File: src/rtl/ex_stage_mc_pkg.sv
// Shared encodings for the execute stage: ALU operation codes, forwarding
// selects and the multiplier FSM state type.
package ex_stage_mc_pkg;

  localparam logic [3:0] ALU_AND  = 4'b0000;
  localparam logic [3:0] ALU_ORR  = 4'b0001;
  localparam logic [3:0] ALU_ADD  = 4'b0010;
  localparam logic [3:0] ALU_LSL  = 4'b0011;
  localparam logic [3:0] ALU_LSR  = 4'b0100;
  localparam logic [3:0] ALU_SUB  = 4'b0110;
  localparam logic [3:0] ALU_PASS = 4'b0111;
  localparam logic [3:0] ALU_MUL  = 4'b1000;
  localparam logic [3:0] ALU_NOR  = 4'b1100;

  localparam logic [1:0] FWD_REG  = 2'b00;
  localparam logic [1:0] FWD_WB   = 2'b01;
  localparam logic [1:0] FWD_MEM  = 2'b10;
  localparam logic [1:0] FWD_ZERO = 2'b11;

  typedef enum logic [1:0] {
    MUL_IDLE = 2'b00,
    MUL_RUN  = 2'b01,
    MUL_DONE = 2'b10
  } mul_state_t;

endpackage

File: src/rtl/ex_stage_mc_mul_iter.sv
// Iterative shift-add multiplier retiring MUL_STEP multiplier bits per cycle;
// returns the low DATA_W bits of the unsigned product.
module mul_iter
  import ex_stage_mc_pkg::*;
#(
  parameter int DATA_W   = 64,
  parameter int MUL_STEP = 1
) (
  input  logic              clk,
  input  logic              reset,
  input  logic              start,
  input  logic              abort,
  input  logic [DATA_W-1:0] a,
  input  logic [DATA_W-1:0] b,
  output logic              busy,
  output logic              done,
  output logic [DATA_W-1:0] product,
  output mul_state_t        state
);

  localparam int STEPS = DATA_W / MUL_STEP;
  localparam int CNT_W = $clog2(STEPS + 1);

  logic [CNT_W-1:0]  count;
  logic [DATA_W-1:0] a_sh;
  logic [DATA_W-1:0] b_sh;
  logic [DATA_W-1:0] partial;

  always_comb begin
    partial = {{(DATA_W-MUL_STEP){1'b0}}, b_sh[MUL_STEP-1:0]} * a_sh;
  end

  always_ff @(posedge clk) begin
    if (reset) begin
      state   <= MUL_IDLE;
      count   <= '0;
      a_sh    <= '0;
      b_sh    <= '0;
      product <= '0;
    end else if (abort) begin
      state <= MUL_IDLE;
    end else begin
      case (state)
        MUL_IDLE: if (start) begin
          state   <= MUL_RUN;
          count   <= CNT_W'(STEPS);
          a_sh    <= a;
          b_sh    <= b;
          product <= '0;
        end
        MUL_RUN: begin
          product <= product + partial;
          a_sh    <= a_sh << MUL_STEP;
          b_sh    <= b_sh >> MUL_STEP;
          count   <= count - CNT_W'(1);
          if (count == CNT_W'(1)) state <= MUL_DONE;
        end
        MUL_DONE: state <= MUL_IDLE;
        default:  state <= MUL_IDLE;
      endcase
    end
  end

  assign busy = (state == MUL_RUN);
  assign done = (state == MUL_DONE);

endmodule

File: src/rtl/ex_stage_mc.sv
// Registered execute stage: forwarding muxes, ALU, EX/MEM register and an
// iterative MUL that stalls the front of the pipe while it runs.
module ex_stage_mc
  import ex_stage_mc_pkg::*;
#(
  parameter int DATA_W   = 64,
  parameter int MUL_STEP = 1,
  parameter int REG_W    = 5
) (
  input  logic              clk,
  input  logic              reset,
  input  logic              in_valid,
  input  logic              flush,
  input  logic [DATA_W-1:0] read_data_1,
  input  logic [DATA_W-1:0] read_data_2,
  input  logic [DATA_W-1:0] sign_extend_in,
  input  logic              alu_src,
  input  logic [3:0]        alu_ctrl,
  input  logic [REG_W-1:0]  rd_in,
  input  logic [1:0]        forward_a,
  input  logic [1:0]        forward_b,
  input  logic [DATA_W-1:0] ex_mem_fwd,
  input  logic [DATA_W-1:0] wb_fwd,
  output logic              stall,
  output logic              out_valid,
  output logic [DATA_W-1:0] alu_result,
  output logic              zero,
  output logic [REG_W-1:0]  rd_out,
  output logic [DATA_W-1:0] store_data
);

  function automatic logic [DATA_W-1:0] fwd_mux(input logic [1:0] sel,
                                                input logic [DATA_W-1:0] reg_val,
                                                input logic [DATA_W-1:0] mem_val,
                                                input logic [DATA_W-1:0] wb_val);
    case (sel)
      FWD_REG: return reg_val;
      FWD_MEM: return mem_val;
      FWD_WB:  return wb_val;
      default: return '0;
    endcase
  endfunction

  logic [DATA_W-1:0] op_a, op_b, b_store, alu_out, mul_product;
  logic [REG_W-1:0]  mul_rd;
  logic              mul_start, mul_busy, mul_done;
  mul_state_t        mul_state;

  always_comb begin
    op_a    = fwd_mux(forward_a, read_data_1, ex_mem_fwd, wb_fwd);
    op_b    = fwd_mux(forward_b, alu_src ? sign_extend_in : read_data_2, ex_mem_fwd, wb_fwd);
    b_store = fwd_mux(forward_b, read_data_2, ex_mem_fwd, wb_fwd);
  end

  always_comb begin
    alu_out = '0;
    case (alu_ctrl)
      ALU_AND:  alu_out = op_a & op_b;
      ALU_ORR:  alu_out = op_a | op_b;
      ALU_ADD:  alu_out = op_a + op_b;
      ALU_SUB:  alu_out = op_a - op_b;
      ALU_PASS: alu_out = op_b;
      ALU_NOR:  alu_out = ~(op_a | op_b);
      ALU_LSL:  alu_out = op_a << op_b[5:0];
      ALU_LSR:  alu_out = op_a >> op_b[5:0];
      default:  alu_out = '0;
    endcase
  end

  // A MUL stalls in the very cycle it is presented, before the FSM leaves IDLE.
  assign mul_start = (mul_state == MUL_IDLE) && in_valid && !flush && (alu_ctrl == ALU_MUL);
  assign stall     = !reset && (mul_start || mul_busy);

  mul_iter #(.DATA_W(DATA_W), .MUL_STEP(MUL_STEP)) u_mul (
    .clk     (clk),
    .reset   (reset),
    .start   (mul_start),
    .abort   (flush),
    .a       (op_a),
    .b       (op_b),
    .busy    (mul_busy),
    .done    (mul_done),
    .product (mul_product),
    .state   (mul_state)
  );

  // The DONE cycle still sees the held MUL on the inputs; it is ignored here.
  always_ff @(posedge clk) begin
    if (reset) begin
      out_valid  <= 1'b0;
      alu_result <= '0;
      zero       <= 1'b0;
      rd_out     <= '0;
      store_data <= '0;
      mul_rd     <= '0;
    end else if (flush) begin
      out_valid <= 1'b0;
    end else if (mul_done) begin
      out_valid  <= 1'b1;
      alu_result <= mul_product;
      zero       <= (mul_product == '0);
      rd_out     <= mul_rd;
    end else if (mul_start) begin
      out_valid <= 1'b0;
      mul_rd    <= rd_in;
    end else if (mul_busy || !in_valid) begin
      out_valid <= 1'b0;
    end else begin
      out_valid  <= 1'b1;
      alu_result <= alu_out;
      zero       <= (alu_out == '0);
      rd_out     <= rd_in;
      store_data <= b_store;
    end
  end

endmodule
File: config.mk
export PLATFORM = sky130hd
export DESIGN_NAME = ex_stage_mc
export DESIGN_NICKNAME = d
export VERILOG_FILES = /design/src/rtl/ex_stage_mc_pkg.sv /design/src/rtl/ex_stage_mc_mul_iter.sv /design/src/rtl/ex_stage_mc.sv
export SDC_FILE = /design/constraint.sdc
export NUM_CORES = 2
export LEC_CHECK = 0
export ABC_AREA = 1
export BUFFER_PORTS_ARGS = -buffer_cell sky130_fd_sc_hd__buf_4
export CAP_MARGIN = 5
export CORE_MARGIN = 4
export CORE_UTILIZATION = 30
export DETAILED_ROUTE_END_ITERATION = 10
export GPL_TIMING_DRIVEN = 1
export SLEW_MARGIN = 20
export SYNTH_ARGS = -nofsm -noshare
export SYNTH_HDL_FRONTEND = slang
export SYNTH_SLANG_ARGS = --single-unit
File: constraint.sdc
create_clock -name clk -period 5.7 [get_ports clk]
set_clock_uncertainty 0.2 [all_clocks]
set_input_delay 0.285 -clock clk [delete_from_list [all_inputs] [get_ports clk]]
set_output_delay 0.285 -clock clk [all_outputs]
set_load 0.02 [all_outputs]
======== After elaboration in Yosys (flattened, before gate mapping) ========
Index checks and enable logic that the tools add are counted.
Widths: inputs -> output; s select.
cells by class
  $add $sub $neg .......................... 4
  multiply operators ...................... 1
  equality and inequality tests ........... 19
  shifts and indexed selects .............. 2
  muxes and demuxes ....................... 28
  bitwise operators ....................... 7
  reduce and logical (&&, ||, !) cells .... 22
operator list
  operator             number
  $pmux 64 s3          3
  $pmux 64 s8          1
  $mux 64              7
  $pmux 64 s2          3
  $add 64x64->64       2
  $logic_not 64->1     2
  $and 64x64->64       1
  $mul 1x64->64        1
  $not 64->64          1
  $or 64x64->64        1
  $shl 64x6->64        1
  $shr 64x6->64        1
  $sub 64x64->64       1
  $mux 5               3
  $pmux 7 s2           1
  $eq 4x3->1 const B   3
  $reduce_and 3->1     3
  $eq 4x2->1 const B   2
  $eq 4x4->1 const B   2
  $eq 7x1->1 const B   1
  $mux 7               1
  $sub 7x1->7 const B  1
  $eq 2x1->1 const B   3
  $eq 2x2->1 const B   3
  other kinds (16)     35
word-level totals
  register bits ........................... 341
  input bits .............................. 338
  output and inout port bits .............. 136
  word-level logic and storage cells ...... 94

======== Longest topological paths before layout ========
  depth in word-level cells ............... 9
  mapped depth ............................ 42
  mapped depth without buffers ............ 40

======== By module ========
Synthesis repeated with hierarchy kept, for this count alone.
second synthesis, totals
  cell total of the unflattened synthesis .. 7,762
  area, all modules ....................... 41,111.9 sq um
modules (own cells, without submodules)
  module       instances  cells an instance  area each (sq um)  sequential area each (sq um)
  ex_stage_mc  1          5,321              26,909.6           2,802.7
  mul_iter     1          2,441              14,202.4           4,023.9

======== Least setup slack after synthesis ========
Ideal clock, no wire load.
  kind .................................... input to register
  start ................................... input forward_b[1]
  end ..................................... register zero
  arrival ................................. 4.289 ns
  setup slack ............................. 1.141 ns
  stages .................................. 35
  cell sequence ........................... buf_6 inv_6 nor2_2 buf_6 nand2_1 nand2_1 nor2_4 nand2_1 nor2_1 nand2_2 nor4_2 nand3_1 nor2_1 nand2_1 o31ai_1 xor2_1 inv_1 ha_1 a21o_1 nor2_1 nand2_1 a21oi_1 nand2_1 or2_2 nand3_1 nand2_1 inv_1 nand3_1 nor2_1 nand2_1 nor2_1 nand2_1 nor2_1 nand3_1 a21oi_1
on the way
  longest elaborated chain between the ends .. 9
  elaborated cells between the ends (all ways) .. 16
  classes of those cells .................. add/sub: 2; eq/ne: 2; shift: 2; mux: 5; bitwise: 3; reduce/logical: 2
ends and longest elaborated chain
  element                                                 RTL line            source
  start, declared                                         ex_stage_mc.sv:21   input logic [1:0] forward_b,
  $eq 2x1->1 (tied with other cells)                      ex_stage_mc.sv:36   case (sel)
  $pmux 64 s3 *                                           ex_stage_mc.sv:36
  branches (longest 2 deep; another with $sub 64x64->64)  -
  $pmux 64 s8 *                                           ex_stage_mc.sv:57   case (alu_ctrl)
  $logic_not 64->1 *                                      ex_stage_mc.sv:111  zero <= (alu_out == '0);
  $mux 1 *                                                ex_stage_mc.sv:106  end else if (mul_busy || !in_valid) begin
  $mux 1 *                                                ex_stage_mc.sv:103  end else if (mul_start) begin
  $mux 1 *                                                ex_stage_mc.sv:98   end else if (mul_done) begin
  end signal, assigned                                    ex_stage_mc.sv:101  zero <= (mul_product == '0);
  end signal, assigned                                    ex_stage_mc.sv:111
  end, declared                                           ex_stage_mc.sv:27   output logic zero,
Every way passes the cells marked *. The select of a mux whose other input is x is not followed.
A chain may end at the register's enable or synchronous reset.

======== Final worst setup path ========
  start ................................... input read_data_2[21]
  end ..................................... register zero
on the way
  longest elaborated chain between the ends .. 9
  elaborated cells between the ends (all ways) .. 12
  classes of those cells .................. add/sub: 2; mux: 6; bitwise: 3; reduce/logical: 1
ends and longest elaborated chain
  element                                                 RTL line            source
  start, declared                                         ex_stage_mc.sv:15   input logic [DATA_W-1:0] read_data_2,
  $mux 64 *                                               ex_stage_mc.sv:51   op_b = fwd_mux(forward_b, alu_src ? sign_extend_in : read_data_2, ex_mem_fwd, wb_fwd);
  $pmux 64 s3 *                                           ex_stage_mc.sv:36
  branches (longest 2 deep; another with $sub 64x64->64)  -
  $pmux 64 s8 *                                           ex_stage_mc.sv:57
  $logic_not 64->1 *                                      ex_stage_mc.sv:111
  $mux 1 *                                                ex_stage_mc.sv:106
  $mux 1 *                                                ex_stage_mc.sv:103
  $mux 1 *                                                ex_stage_mc.sv:98
Marked as above.

==> flow_metrics.py <==
metrics = {
    "worst_setup_path": {
        "crit_path_end": "zero",
        "cpMostUsedCell": "nand2_1",
        "path_buf_inv": 8,
        "slowest_delay_ns": 0.54,
        "critical_path_class": "primary input to flop",
        "critical_path_depth": 38,
        "worst-path-max-fanout": 3,
        "required_ns": 6.06,
        "reg2reg_depth": 15,
        "endpoint_kind": "flop",
        "startpoint": "read_data_2[21]",
        "rrSetupSlack_ns": 1.05,
        "crit_slowest_cell": "dlygate4sd3_1",
        "r2r_start": "u_mul.b_sh[0]",
        "critPathArrivalTime_ns": 5.91,
        "path_delay_family": "simple AND/OR/NAND/NOR gates",
        "r2r-end": "u_mul.product[58]",
        "setup.worst_path.start_class": "primary input",
    },
    "placed_design": {
        "place_area_um2": 51300,
        "pre_cts_slack_ns": -0.640,
        "dp_cells": 10200,
        "port-buffer-count": 473,
        "gp_congestion": 1.08,
        "dpl.hpwl_um": 244000,
    },
    "global_routing": {
        "grt_max_degree": 135,
        "grt_pass1_wl_um": 406000,
        "grt_pass1_vias": 53600,
        "antenna_found_initial": 26,
        "grt-ovfl-total": 0,
        "grt_usage_pct": 40.1,
    },
    "die": {
        "floorplan.die_area_um2": 139000,
        "die_y_um": 373,
        "pin_count": 474,
        "initial_core_util_pct": 30.3,
        "fp.coreArea_um2": 132000,
        "die_w_um": 373,
        "row_count": 133,
    },
    "final_layout": {
        "final_common_cell": "nand2_1",
        "layout-drive-gt1-share_pct": 19.2,
        "fin_nets": 9044,
        "stdcell_count": 10400,
        "post-route-util_pct": 40.9,
        "fin_area_um2": 53900,
        "synthToLayoutAreaGrowth_pct": 35.2,
        "layout_common_cells": "nand2_1, buf_4, nand3_1",
    },
    "outcome": {
        "status": "completed",
    },
    "timing": {
        "tightestPinTransition_ns": 1.11,
        "max-slew-margin-rel_pct": 25.8,
        "timing.final.ws_setup_ns": 0.150,
        "post-route-period-util_pct": 97.4,
        "setup_violations": 0,
        "min_period_ns": 5.55,
        "hold_viol": 0,
        "rsz0062_at_grt": "yes",
        "fin_setup_tns_ns": 0,
        "drv_slew": 0,
        "fmax_ghz": 0.180,
    },
    "pwr": {
        "power-per-cell-area_nw_per_um2": 215,
        "max-vdd-ir-drop_mv": 0.193,
        "p_leak_nw": 28.1,
    },
    "hold_path": {
        "hold_path_class": "primary input to flop",
        "hp-start": "ex_mem_fwd[30]",
    },
    "detailed_routing": {
        "dr_total_vias": 58400,
        "dr.pass1.iters": 8,
        "drt_iter0_markers": 8038,
        "ant_nets": 0,
        "wl_per_cell_um": 28.3,
        "drt_wl_total_um": 294000,
        "vias_per_cell": 5.63,
        "drc_errors": 0,
    },
    "yosys": {
        "synth_ff_type": "dfxtp_1",
        "synth_edf_count": 0,
        "syn_inst": 7431,
        "syn_area_per_cell_um2": 5.37,
        "synth_warnings": 0,
        "synth_seq_cells": 341,
        "synth_cell_types": 62,
        "syn-num-nets": 7902,
        "yosysSeqAreaShare_pct": 17.1,
        "ys_async_sr_fraction_pct": 0,
        "syn_area_um2": 39900,
    },
    "clock_tree": {
        "cts-buffers-inserted": 47,
        "cts_sinks": 341,
        "cts_tree": "yes",
        "htree_levels": 2,
        "cts.path.max_buffers": 3,
        "path_clk_slew_ns": 0.06,
        "clock-root-buffer": "clkbuf_16",
        "clk_latency_ns": 0.66,
    },
    "job": {
        "maxCapViolCount": 0,
    },
}
-- worst reg2reg max path: cells and delay by family, from the launching register on --
family                     cells  cell delay [ns]
buffers and inverters          3             0.73
AOI/OAI and AO/OA              8             1.81
adders and majority gates      1             0.32
DFF                            1             0.73
and+or+nand+nor                3             0.80
-- power by group --
group          leakage [nW]  switching (mW)  internal, mW
sequential             2.76          0.0479          2.45
clock                 0.833            1.35          2.01
combinational          24.5            3.74          1.98
-- flip-flops by register name, summed over array words and instances (netlist names) --
signal and cells:
u_mul.product 64, alu_result 64, u_mul.b_sh 64, rd_out 5
mul_rd 5, u_mul.a_sh 64, out_valid 1, u_mul.count 7
u_mul.state 2, store_data 64, zero 1
-- cell families (layout without fill, tap and decap cells) --
family                   after synthesis  count (layout)  share of synthesized area, %
AO/OA/AOI/OAI                       1561            1561                          21.2
other                                  0              12                             0
AND/OR/NAND/NOR                     4162            4162                          44.2
XOR/XNOR                              66              66                          1.45
buffers and inverters               1168            2345                          11.9
adder cells (fa/ha/maj)              133             133                          4.21
flip-flops                           341             341                          17.1
-- area by class of cell --
| class | instances | area [um2] |
|---|---|---|
| fillers | 14800 | 77900 |
| multi-input cells | 5922 | 28500 |
| repair buffers | 1487 | 11700 |
| flip-flops and latches | 341 | 6830 |
| inverters | 774 | 2940 |
| well taps | 1755 | 2200 |
| clock buffers | 61 | 1330 |
| clock inverters | 23 | 375 |
| diodes | 12 | 30.0 |
-- stage by stage --
stage,hold slack (ns),total power [mW]
after floorplan,0.241,5.07
after global placement,0.249,8.02
after detailed placement,0.253,7.99
after CTS,0.00595,11.4
after global routing,0.102,12.0
final,0.0599,11.6
-- per-layer routing --
metal / track usage (%) / vias up / wire, um
li1: - / 26800 / -
met4: 20.4 / 16 / 18200
met5: 0 / - / 116
met3: 7.40 / 574 / 28500
met2: 58.3 / 3118 / 119000
met1: 56.3 / 27800 / 128000
-- synth_stat cells, types with 7 or more instances --
library cell	instances	area [um2]
nand3b_1	28	210
nor2_1	783	2940
or2_2	18	113
buf_1	41	154
nor2_4	10	113
buf_2	64	320
o21bai_1	17	128
nand4_1	63	394
clkinv_1	7	26.3
inv_1	754	2830
o31ai_1	8	60.1
buf_4	12	90.1
nand3_1	980	4900
nand2_1	2128	7990
a21oi_1	869	4350
xor2_1	65	569
a31oi_1	40	250
ha_1	131	1640
a221oi_1	19	166
clkbuf_1	248	931
nor2_2	47	294
dfxtp_1	341	6830
nor3_1	51	255
buf_6	29	327
nor4_1	25	156
o21ai_1	13	65.1
a211oi_1	80	601
o211ai_1	23	173
o21a_1	11	82.6
inv_2	11	41.3
o21ai_0	429	2150
a21o_1	18	135
-- worst min path at each step --
stage | end | slack [ns] | cells past startpoint
2_1_floorplan | u_mul.b_sh[63] | 0.24 | 2
3_3_place_gp | u_mul.b_sh[18] | 0.25 | 2
3_5_place_dp | u_mul.b_sh[18] | 0.25 | 2
4_1_cts | store_data[14] | 0.006 | 3
5_1_grt | store_data[38] | 0.10 | 5
6_report | store_data[30] | 0.06 | 6
-- repair_timing --
item                                   4_1_cts  5_1_grt
hold buffers                                78        0
gates resized for setup                      0       44
setup endpoints to repair                    0       26
endpoints found under the hold margin       79        0
buffers inserted                             0        2
Note: power is estimated with default switching activity, not from simulation.
